===== src/rtl/ats21_cmd_arbiter_if.sv =====
// Client command/response handshakes and the ATS21 req/ctrl/stat lanes,
// bundled so the arbiter and its clients share one connection point.
interface ats21_cmd_arbiter_if;
    logic        cmdA_valid;
    logic [31:0] cmdA_data;
    logic        cmdA_ready;
    logic        cmdB_valid;
    logic [31:0] cmdB_data;
    logic        cmdB_ready;
    logic        respA_valid;
    logic        respA_ack;
    logic        respB_valid;
    logic        respB_ack;
    logic        req_o;
    logic [15:0] ctrlA_o;
    logic [15:0] ctrlB_o;
    logic [1:0]  stat_i;
    logic        busy;

    modport slave (
        input  cmdA_valid, cmdA_data, cmdB_valid, cmdB_data, stat_i,
        output cmdA_ready, cmdB_ready, respA_valid, respA_ack,
               respB_valid, respB_ack, req_o, ctrlA_o, ctrlB_o, busy
    );

    modport master (
        output cmdA_valid, cmdA_data, cmdB_valid, cmdB_data, stat_i,
        input  cmdA_ready, cmdB_ready, respA_valid, respA_ack,
               respB_valid, respB_ack, req_o, ctrlA_o, ctrlB_o, busy
    );
endinterface


===== src/rtl/ats21_cmd_arbiter.sv =====
// Two-client command arbiter for the ATS21 timer core: pairs compatible
// instructions onto lanes A/B, serializes conflicts round-robin, relays stat.
module ats21_cmd_arbiter #(
    parameter int unsigned STAT_LAT = 1
) (
    input  logic               clk_1x,
    input  logic               reset,
    ats21_cmd_arbiter_if.slave bus
);
    typedef enum logic [2:0] {S_IDLE, S_BEAT0, S_BEAT1, S_WAIT, S_RESP} state_t;

    localparam logic [2:0] WAIT_INIT = 3'(STAT_LAT - 1);

    function automatic logic is_valid_op(input logic [2:0] op);
        return !(op == 3'b000 || op == 3'b100);
    endfunction

    function automatic logic is_clock(input logic [2:0] op);
        return (op == 3'b001 || op == 3'b010);
    endfunction

    function automatic logic is_alarm(input logic [2:0] op);
        return (op == 3'b101 || op == 3'b110 || op == 3'b111);
    endfunction

    // Invalid opcodes fall in no class, so they can never conflict.
    function automatic logic conflict(input logic [31:0] a, input logic [31:0] b);
        return (is_clock(a[31:29]) && is_clock(b[31:29]) && a[28:25] == b[28:25]) ||
               (is_alarm(a[31:29]) && is_alarm(b[31:29]) && a[28:24] == b[28:24]) ||
               (a[31:29] == 3'b011 && b[31:29] == 3'b011);
    endfunction

    state_t      state_q, state_d;
    logic        rr_q, rr_d;
    logic [31:0] cmdA_q, cmdA_d, cmdB_q, cmdB_d;
    logic        selA_q, selA_d, selB_q, selB_d;
    logic [2:0]  cnt_q, cnt_d;
    logic        req_q, req_d;
    logic [15:0] ctrlA_q, ctrlA_d, ctrlB_q, ctrlB_d;
    logic        respA_valid_q, respA_valid_d, respB_valid_q, respB_valid_d;
    logic        respA_ack_q, respA_ack_d, respB_ack_q, respB_ack_d;
    logic        busy_q, busy_d;
    logic        sel_a, sel_b, conf;

    always_comb begin
        state_d       = state_q;
        rr_d          = rr_q;
        cmdA_d        = cmdA_q;
        cmdB_d        = cmdB_q;
        selA_d        = selA_q;
        selB_d        = selB_q;
        cnt_d         = cnt_q;
        req_d         = 1'b0;
        ctrlA_d       = 16'h0;
        ctrlB_d       = 16'h0;
        respA_valid_d = 1'b0;
        respB_valid_d = 1'b0;
        respA_ack_d   = respA_ack_q;
        respB_ack_d   = respB_ack_q;
        sel_a         = 1'b0;
        sel_b         = 1'b0;
        conf          = bus.cmdA_valid && bus.cmdB_valid && conflict(bus.cmdA_data, bus.cmdB_data);

        case (state_q)
            S_IDLE: begin
                // Ready is withheld while reset is held so no client sees a phantom accept.
                sel_a = !reset && bus.cmdA_valid && (!conf || !rr_q);
                sel_b = !reset && bus.cmdB_valid && (!conf || rr_q);
                if (sel_a || sel_b) begin
                    state_d = S_BEAT0;
                    rr_d    = rr_q ^ conf;
                    selA_d  = sel_a;
                    selB_d  = sel_b;
                    // Invalid or unselected lanes are latched as zero so they drive 0.
                    cmdA_d  = (sel_a && is_valid_op(bus.cmdA_data[31:29])) ? bus.cmdA_data : 32'h0;
                    cmdB_d  = (sel_b && is_valid_op(bus.cmdB_data[31:29])) ? bus.cmdB_data : 32'h0;
                    req_d   = 1'b1;
                    ctrlA_d = cmdA_d[31:16];
                    ctrlB_d = cmdB_d[31:16];
                end
            end
            S_BEAT0: begin
                state_d = S_BEAT1;
                req_d   = 1'b0;
                req_d   = 1'b1;
                ctrlA_d = cmdA_q[15:0];
                ctrlB_d = cmdB_q[15:0];
            end
            S_BEAT1: begin
                state_d = S_WAIT;
                cnt_d   = WAIT_INIT;
            end
            S_WAIT: begin
                if (cnt_q == 3'd0) begin
                    state_d       = S_RESP;
                    respA_valid_d = selA_q;
                    respB_valid_d = selB_q;
                    if (selA_q) respA_ack_d = bus.stat_i[0] && is_valid_op(cmdA_q[31:29]);
                    if (selB_q) respB_ack_d = bus.stat_i[1] && is_valid_op(cmdB_q[31:29]);
                end else begin
                    cnt_d = cnt_q - 3'd1;
                end
            end
            S_RESP: begin
                state_d = S_IDLE;
                selA_d  = 1'b0;
                selB_d  = 1'b0;
            end
            default: state_d = S_IDLE;
        endcase

        busy_d = (state_d != S_IDLE);
    end

    always_ff @(posedge clk_1x or posedge reset) begin
        if (reset) begin
            state_q       <= S_IDLE;
            rr_q          <= 1'b0;
            cmdA_q        <= 32'h0;
            cmdB_q        <= 32'h0;
            selA_q        <= 1'b0;
            selB_q        <= 1'b0;
            cnt_q         <= 3'd0;
            req_q         <= 1'b0;
            ctrlA_q       <= 16'h0;
            ctrlB_q       <= 16'h0;
            respA_valid_q <= 1'b0;
            respB_valid_q <= 1'b0;
            respA_ack_q   <= 1'b0;
            respB_ack_q   <= 1'b0;
            busy_q        <= 1'b0;
        end else begin
            state_q       <= state_d;
            rr_q          <= rr_d;
            cmdA_q        <= cmdA_d;
            cmdB_q        <= cmdB_d;
            selA_q        <= selA_d;
            selB_q        <= selB_d;
            cnt_q         <= cnt_d;
            req_q         <= req_d;
            ctrlA_q       <= ctrlA_d;
            ctrlB_q       <= ctrlB_d;
            respA_valid_q <= respA_valid_d;
            respB_valid_q <= respB_valid_d;
            respA_ack_q   <= respA_ack_d;
            respB_ack_q   <= respB_ack_d;
            busy_q        <= busy_d;
        end
    end

    assign bus.cmdA_ready  = sel_a;
    assign bus.cmdB_ready  = sel_b;
    assign bus.req_o       = req_q;
    assign bus.ctrlA_o     = ctrlA_q;
    assign bus.ctrlB_o     = ctrlB_q;
    assign bus.respA_valid = respA_valid_q;
    assign bus.respB_valid = respB_valid_q;
    assign bus.respA_ack   = respA_ack_q;
    assign bus.respB_ack   = respB_ack_q;
    assign bus.busy        = busy_q;
endmodule


===== src/flat_wrapper.sv =====
// flat-port wrapper written by rule: the top's interface ports become plain ports
module ats21_cmd_arbiter_flat 
#(
    parameter int unsigned STAT_LAT = 1
)
  (clk_1x, reset, bus_cmdA_valid, bus_cmdA_data, bus_cmdB_valid, bus_cmdB_data, bus_stat_i, bus_cmdA_ready, bus_cmdB_ready, bus_respA_valid, bus_respA_ack, bus_respB_valid, bus_respB_ack, bus_req_o, bus_ctrlA_o, bus_ctrlB_o, bus_busy);
  ats21_cmd_arbiter_if bus_i ();
  input  logic clk_1x;
  input  logic reset;
  input wire logic [$bits(bus_i.cmdA_valid)-1:0] bus_cmdA_valid;
  input wire logic [$bits(bus_i.cmdA_data)-1:0] bus_cmdA_data;
  input wire logic [$bits(bus_i.cmdB_valid)-1:0] bus_cmdB_valid;
  input wire logic [$bits(bus_i.cmdB_data)-1:0] bus_cmdB_data;
  input wire logic [$bits(bus_i.stat_i)-1:0] bus_stat_i;
  output wire logic [$bits(bus_i.cmdA_ready)-1:0] bus_cmdA_ready;
  output wire logic [$bits(bus_i.cmdB_ready)-1:0] bus_cmdB_ready;
  output wire logic [$bits(bus_i.respA_valid)-1:0] bus_respA_valid;
  output wire logic [$bits(bus_i.respA_ack)-1:0] bus_respA_ack;
  output wire logic [$bits(bus_i.respB_valid)-1:0] bus_respB_valid;
  output wire logic [$bits(bus_i.respB_ack)-1:0] bus_respB_ack;
  output wire logic [$bits(bus_i.req_o)-1:0] bus_req_o;
  output wire logic [$bits(bus_i.ctrlA_o)-1:0] bus_ctrlA_o;
  output wire logic [$bits(bus_i.ctrlB_o)-1:0] bus_ctrlB_o;
  output wire logic [$bits(bus_i.busy)-1:0] bus_busy;
  assign bus_i.cmdA_valid = bus_cmdA_valid;
  assign bus_i.cmdA_data = bus_cmdA_data;
  assign bus_i.cmdB_valid = bus_cmdB_valid;
  assign bus_i.cmdB_data = bus_cmdB_data;
  assign bus_i.stat_i = bus_stat_i;
  assign bus_cmdA_ready = bus_i.cmdA_ready;
  assign bus_cmdB_ready = bus_i.cmdB_ready;
  assign bus_respA_valid = bus_i.respA_valid;
  assign bus_respA_ack = bus_i.respA_ack;
  assign bus_respB_valid = bus_i.respB_valid;
  assign bus_respB_ack = bus_i.respB_ack;
  assign bus_req_o = bus_i.req_o;
  assign bus_ctrlA_o = bus_i.ctrlA_o;
  assign bus_ctrlB_o = bus_i.ctrlB_o;
  assign bus_busy = bus_i.busy;
  ats21_cmd_arbiter #(.STAT_LAT(STAT_LAT)) u_core (.clk_1x(clk_1x), .reset(reset), .bus(bus_i));
endmodule

===== config.mk =====
export PLATFORM = sky130hd
export DESIGN_NAME = ats21_cmd_arbiter_flat
export DESIGN_NICKNAME = d
export VERILOG_FILES = /design/src/rtl/ats21_cmd_arbiter_if.sv /design/src/rtl/ats21_cmd_arbiter.sv /design/src/flat_wrapper.sv
export SDC_FILE = /design/constraint.sdc
export NUM_CORES = 1
export LEC_CHECK = 0
export ABC_AREA = 1
export BUFFER_PORTS_ARGS = -buffer_cell sky130_fd_sc_hd__clkbuf_2
export CAP_MARGIN = 30
export CORE_ASPECT_RATIO = 1.2
export CORE_MARGIN = 2
export CORE_UTILIZATION = 45
export CTS_CLUSTER_SIZE = 25
export DETAILED_ROUTE_END_ITERATION = 7
export PLACE_DENSITY = 0.71
export RECOVER_POWER = 50
export SLEW_MARGIN = 20
export SYNTH_ARGS = -nofsm -noshare
export SYNTH_HDL_FRONTEND = slang
export SYNTH_SLANG_ARGS = --single-unit

===== constraint.sdc =====
create_clock -name clk_1x -period 3.7 [get_ports clk_1x]
set_input_delay 0.37 -clock clk_1x [delete_from_list [all_inputs] [get_ports clk_1x]]
set_output_delay 0.37 -clock clk_1x [all_outputs]
set_load 0.005 [all_outputs]

==> results.txt, run 1 <==
Outcome - finished with violations
Failing checks - max-capacitance violations, max-slew violations
Core Area - 8150 um2
DR vias - 2842
Post-Syn Nets - 439
Minimum clock period - 2.69 ns
Largest family of logic cells by synthesized area - simple AND/OR/NAND/NOR gates
Mux share of post-synthesis cell area - 0
LEAKAGE - 2.24 nW
Most common cell after layout, fill and taps aside - clkbuf_2
Area taken by flip-flops and latches - 2080 um2
Actual slew at the worst max-slew pin - 1.91 ns
Startpoint of the worst register-to-register path - u_core.rr_q
Number of pins exceeding their max-slew limit in the final report - 35
Combined area of all synthesized cells - 3800 um2
Nature of the critical path startpoint - input pin
Cell row count - 36
Hold Worst Slack - 0.247 ns
CTS tree - done
Combinational power share - 0.358
Synthesized instance count - 365
Die Ht - 105 um
Number of unique standard cell types used by synthesis - 29
Clock power share - 0.204
Drt total wl - 8.49 mm
Number of max-cap violations - 1
Sum of internal, switching and leakage power - 2.93 mW
Antenna diodes - 0
Sum of net half-perimeters after detailed placement - 6.17 mm
Global routing usage summed across all routing layers - 0.196
Final worst slack - 1.01 ns
Share of the synthesized area in compound gates (AO/OA/AOI/OAI) - 0.135
Beginning of the worst hold path - bus_cmdA_data[5]
First-pass GRT wire length - 14.0 mm
Per-instance average area after synthesis - 10.4 um2
Power share of the sequential group - 0.438
Worst slack at placement - 0.850 ns
Post-Route Skew - 0.00658 ns
RSZ-0062 raised after global routing - no
Clock tree buffer depth - 2
Number of buffers created by CTS - 9
Total instance count after detailed placement - 573
Type of element capturing the critical path - asynchronous set/reset pin
Fraction of power spent switching nets - 0.370
Final setup vio count - 0
Yosys warnings - 0
Fmax - 372 MHz
Number of fill cells in the layout - 739
Worst EP required - 3.79 ns
Count of state elements after synthesis - 83
H-tree depth - 3
Later-pin clock latency in the skew report - 0.35 ns
Initial antenna violation count - 0
Count of routing violations after the opening detailed-route iteration - 130
Leading cell types in the layout, fill and taps excluded - clkbuf_2, dfrtp_1, inv_1
Total overflow reported by the global router - 0
Final number of hold-violating endpoints - 0
Post-synthesis xor/xnor area fraction - 0.00923
Via-to-Cell Ratio - 4.82
Ratio of final minimum period to clock period - 0.726
Final standard cell count with taps included and fillers excluded - 590
Root Buffer Master - clkbuf_8
Clock sink count - 83
Ratio of cells with drive above 1 in the final layout - 0.374
Hold Crit Class - input pin to flip-flop
Clock transition time at the flip-flop clock pins of the worst setup and hold paths - 0.08 ns
Count of input and output buffers - 109
Sequential-to-total area share from yosys stat - 0.547
Internal power component - 1.85 mW
I/O Pins - 110
PD cells - 644 nW/um2
Type of the setup path with the least slack - input pin to asynchronous set/reset pin
Routability congestion estimate from global placement - 0.875
Die ar. - 9190 um2
Largest net degree at the start of global routing - 76
Final #Nets - 546
Worst Hold Depth - 3
Number of search-and-repair iterations in the first detailed-routing pass - 4
Setup total negative slack - 0 ns
Fraction of the mapped netlist area in adder cells - 0.0132
Post CTS Setup Buffer Count - 0
Fraction of the mapped netlist area in simple logic gates - 0.193
Arrival time reported for the critical path endpoint - 2.78 ns
Initial core utilization - 0.466
Cell depth of the worst flop-to-flop path - 9
Horizontal extent of the die - 87.9 um
VDD IR max - 303 uV
Combined area of the multi-input logic cells - 1340 um2
Residual DRC - 0
Signed area change from the synthesized netlist to the final layout - 20.0%
Average detailed-routed wire length per instance - 14.4 um
Via count of the first global-routing pass - 2938
ANT nets after route - 0
Switching Power - 1.08 mW
Critical Path Source - reset
Critical path fanouts, max - 35
Normalized max-slew margin - -0.273
-- worst paths after layout --
kind,to,slack [ns]
max in group clk_1x,u_core.cmdA_q[8],1.06
min in group asynchronous,u_core.selB_q,0.56
worst max register to register,u_core.cmdA_q[8],1.49
worst min-delay path,u_core.cmdA_q[5],0.25
worst max-delay path,u_core.bus.ctrlA_o[6],1.01
worst min register to register,u_core.cmdB_q[30],0.48
-- cell usage after synthesis --
library cell  number  area share
dfrtp_1           83        0.55
buf_12             4       0.021
buf_6              3      0.0089
inv_1             53       0.052
clkbuf_1           4      0.0040
nand2_4            1      0.0030
ha_1               4       0.013
xor2_1             3      0.0069
nand3_2           27       0.071
o21ai_0           34       0.045
a21oi_1            2      0.0026
buf_4              4      0.0079
inv_4              1      0.0016
buf_2              5      0.0066
nor2_1            14       0.014
nand4_1            1      0.0016
xnor2_1            1      0.0023
o211ai_1           2      0.0040
nor2_4             2      0.0059
nand3_1           36       0.047
nand2_1           35       0.035
nor2_2             1      0.0016
o21ai_1            1      0.0013
o21ai_2           32       0.074
nor3_1             3      0.0040
or2_2              2      0.0033
o22ai_1            5      0.0082
nand2_2            1      0.0016
nor2_8             1      0.0053
-- per-layer routing --
layer	vias to the layer above	share of wire	GRT usage
met4	0	0.017	0.0692
met1	1343	0.45	0.261
li1	1398	-	-
met3	10	0.061	0.0411
met5	-	0	0
met2	91	0.47	0.313
-- sequential cells by signal (all words and copies together) (netlist names) --
register,cells
u_core.cmdA_q,18
u_core.cmdB_q,18
u_core.bus.ctrlA_o,16
u_core.bus.ctrlB_o,16
u_core.cnt_q,3
u_core.state_q,3
u_core.bus.busy,1
u_core.bus.req_o,1
u_core.bus.respA_ack,1
u_core.bus.respA_valid,1
u_core.bus.respB_ack,1
u_core.bus.respB_valid,1
u_core.rr_q,1
u_core.selA_q,1
u_core.selB_q,1
-- power groups by stage --
stage	logic (mW)	registers, mW	clock network (mW)
after floorplan	0.771	1.30	0
after global placement	0.971	1.30	0
after detailed placement	1.07	1.30	0
after CTS	1.07	1.29	0.611
after global routing	1.18	1.31	0.653
final	1.05	1.29	0.599
-- what timing repair did --
action | in CTS | in global routing
endpoints found under the setup margin | 0 | 0
hold buffers | 1 | 0
hold endpoints to repair | 8 | 0
resized for setup | 0 | 0
-- final cells by class --
class,instances,area share
clock inverter,2,0.00220
sequential,83,0.456
inverter,54,0.0453
multi-input combinational,208,0.294
timing repair buffer,116,0.134
clock buffer,13,0.0371
tap,114,0.0313
-- per-stage QoR --
| stage | utilization | instance area (um2) |
|---|---|---|
| after detailed placement | 0.537 | 4380 |
| after global placement | 0.532 | 4340 |
| final | 0.559 | 4560 |
| after CTS | 0.560 | 4570 |
| after global routing | 0.559 | 4560 |
| after floorplan | - | 3800 |
-- worst max-delay path, cell delays in order --
cell and delay [ns]:
dlygate4sd3_1 0.53, clkbuf_2 0.11, clkinvlp_2 0.33, clkbuf_1 1.42
-- logic make-up after synthesis --
family                     after synthesis
AOI/OAI and AO/OA                       76
xor gates and xnor gates                 4
adders and majority gates                4
buffers and inverters                   74
DFF                                     83
and+or+nand+nor                        124
No activity file was read; power rests on OpenSTA's default activity.
==> inputs of run 2 (changes only) <==
- clock period: 3.7 -> 2.8 ns (I/O delays scaled with it)
==> results.txt, run 2 (synthesized netlist as in run 1, its figures left out) <==
I/O Pins - 110
Final standard cell count with taps included and fillers excluded - 592
Beginning of the worst hold path - bus_cmdA_data[7]
Final setup vio count - 0
Number of buffers created by CTS - 9
Average detailed-routed wire length per instance - 14.2 um
Routability congestion estimate from global placement - 0.831
Cts repair resizes - 0
Via-to-Cell Ratio - 4.85
Largest net degree at the start of global routing - 74
Arrival time reported for the critical path endpoint - 2.03 ns
Die ar. - 9190 um2
Fmax - 432 MHz
Type of the setup path with the least slack - input pin to primary output
Global routing usage summed across all routing layers - 0.199
Core Area - 8150 um2
Final #Nets - 549
Sum of net half-perimeters after detailed placement - 5.99 mm
Actual slew at the worst max-slew pin - 0.991 ns
Root Buffer Master - clkbuf_8
Signed area change from the synthesized netlist to the final layout - 21.2%
Clock transition time at the flip-flop clock pins of the worst setup and hold paths - 0.08 ns
Number of fill cells in the layout - 725
Type of element capturing the critical path - primary output
CTS tree - done
Startpoint of the worst register-to-register path - u_core.rr_q
Final number of hold-violating endpoints - 0
Post CTS Setup Buffer Count - 0
Die Ht - 105 um
PD cells - 849 nW/um2
Hold Crit Class - input pin to flip-flop
Biggest regs - u_core.cmdA_q x18, u_core.cmdB_q x18
Normalized max-slew margin - 0.339
First-pass GRT wire length - 14.2 mm
VDD IR max - 328 uV
Outcome - finished clean
Critical path fanouts, max - 13
Initial core utilization - 0.466
Number of search-and-repair iterations in the first detailed-routing pass - 4
Count of routing violations after the opening detailed-route iteration - 136
LEAKAGE - 2.26 nW
Setup total negative slack - 0 ns
Post-cts hold buffer count - 1
Minimum clock period - 2.31 ns
Later-pin clock latency in the skew report - 0.36 ns
Drt total wl - 8.41 mm
Leading cell types in the layout, fill and taps excluded - clkbuf_2, dfrtp_1, inv_1
Post-Route Skew - 0.0104 ns
Clock sink count - 83
ANT nets after route - 0
Worst EP required - 2.52 ns
Clock tree buffer depth - 2
Number of pins exceeding their max-slew limit in the final report - 0
Horizontal extent of the die - 87.9 um
Ratio of final minimum period to clock period - 0.827
Number of max-cap violations - 0
Combined area of the multi-input logic cells - 1340 um2
Nature of the critical path startpoint - input pin
Count of input and output buffers - 109
DR vias - 2870
Ratio of cells with drive above 1 in the final layout - 0.379
Initial antenna violation count - 0
Via count of the first global-routing pass - 2982
Critical Path Source - reset
Total overflow reported by the global router - 0
Area taken by flip-flops and latches - 2080 um2
H-tree depth - 3
Residual DRC - 0
Total instance count after detailed placement - 576
Antenna diodes - 0
Cell row count - 36
Most common cell after layout, fill and taps aside - clkbuf_2
RSZ-0062 raised after global routing - no
-- run 2: cell types whose count changed in the layout (fill, tap and decap cells not counted) --
cell	change
bufinv_16	+1
buf_12	+2
clkbuf_2	+1
clkbuf_8	-2
buf_8	-1
buf_4	+2
clkbuf_1	-1
-- run 2: per-layer routing --
layer | part of all wire | GRT usage | vias up
li1 | - | - | 1405
met1 | 0.44 | 0.264 | 1343
met2 | 0.47 | 0.297 | 107
met3 | 0.078 | 0.0664 | 15
met4 | 0.021 | 0.0835 | 0
met5 | 0 | 0 | -
-- run 2: area by class of cell --
type                       instances  share of cell area
clock buffer                      11              0.0307
clock inverter                     3             0.00870
inverter                          54              0.0449
multi-input combinational        208               0.292
sequential                        83               0.451
tap                              114              0.0310
timing repair buffer             119               0.142
-- run 2: final timing paths --
path                                endpoint  slack (ns)  depth (start not counted)
max in group asynchronous  u_core.cmdA_q[10]        0.87                          5
min in group asynchronous        u_core.rr_q        0.49                          3
min                         u_core.cmdA_q[7]        0.15                          3
min reg2reg                u_core.cmdA_q[30]        0.49                          2
max                           bus_cmdB_ready        0.49                          6
max reg2reg                 u_core.cmdA_q[9]        0.97                         10
-- run 2: through the flow --
step	utilization	power (mW)	setup WS (ns)	area, um2	hold slack [ns]
after floorplan	-	2.73	0.138	3800	0.410
after global placement	0.541	3.07	0.450	4410	0.248
after global routing	0.564	4.19	0.293	4600	0.140
final	0.564	3.90	0.485	4600	0.151
after detailed placement	0.541	3.12	0.375	4410	0.254
after CTS	0.565	3.96	0.754	4600	0.132
-- run 2: critical path, cell delays in order --
cell and delay (ns):
dlygate4sd3_1 0.52, clkbuf_1 0.11, clkinvlp_2 0.49, nand2_1 0.44, nor2_4 0.06, clkbuf_2 0.12
-- run 2: report_power, final --
| part | switching (mW) | leakage [nW] | internal [mW] |
|---|---|---|---|
| registers | 0.122 | 1.12 | 1.57 |
| clock network | 0.410 | 0.0950 | 0.424 |
| logic | 0.894 | 1.05 | 0.481 |
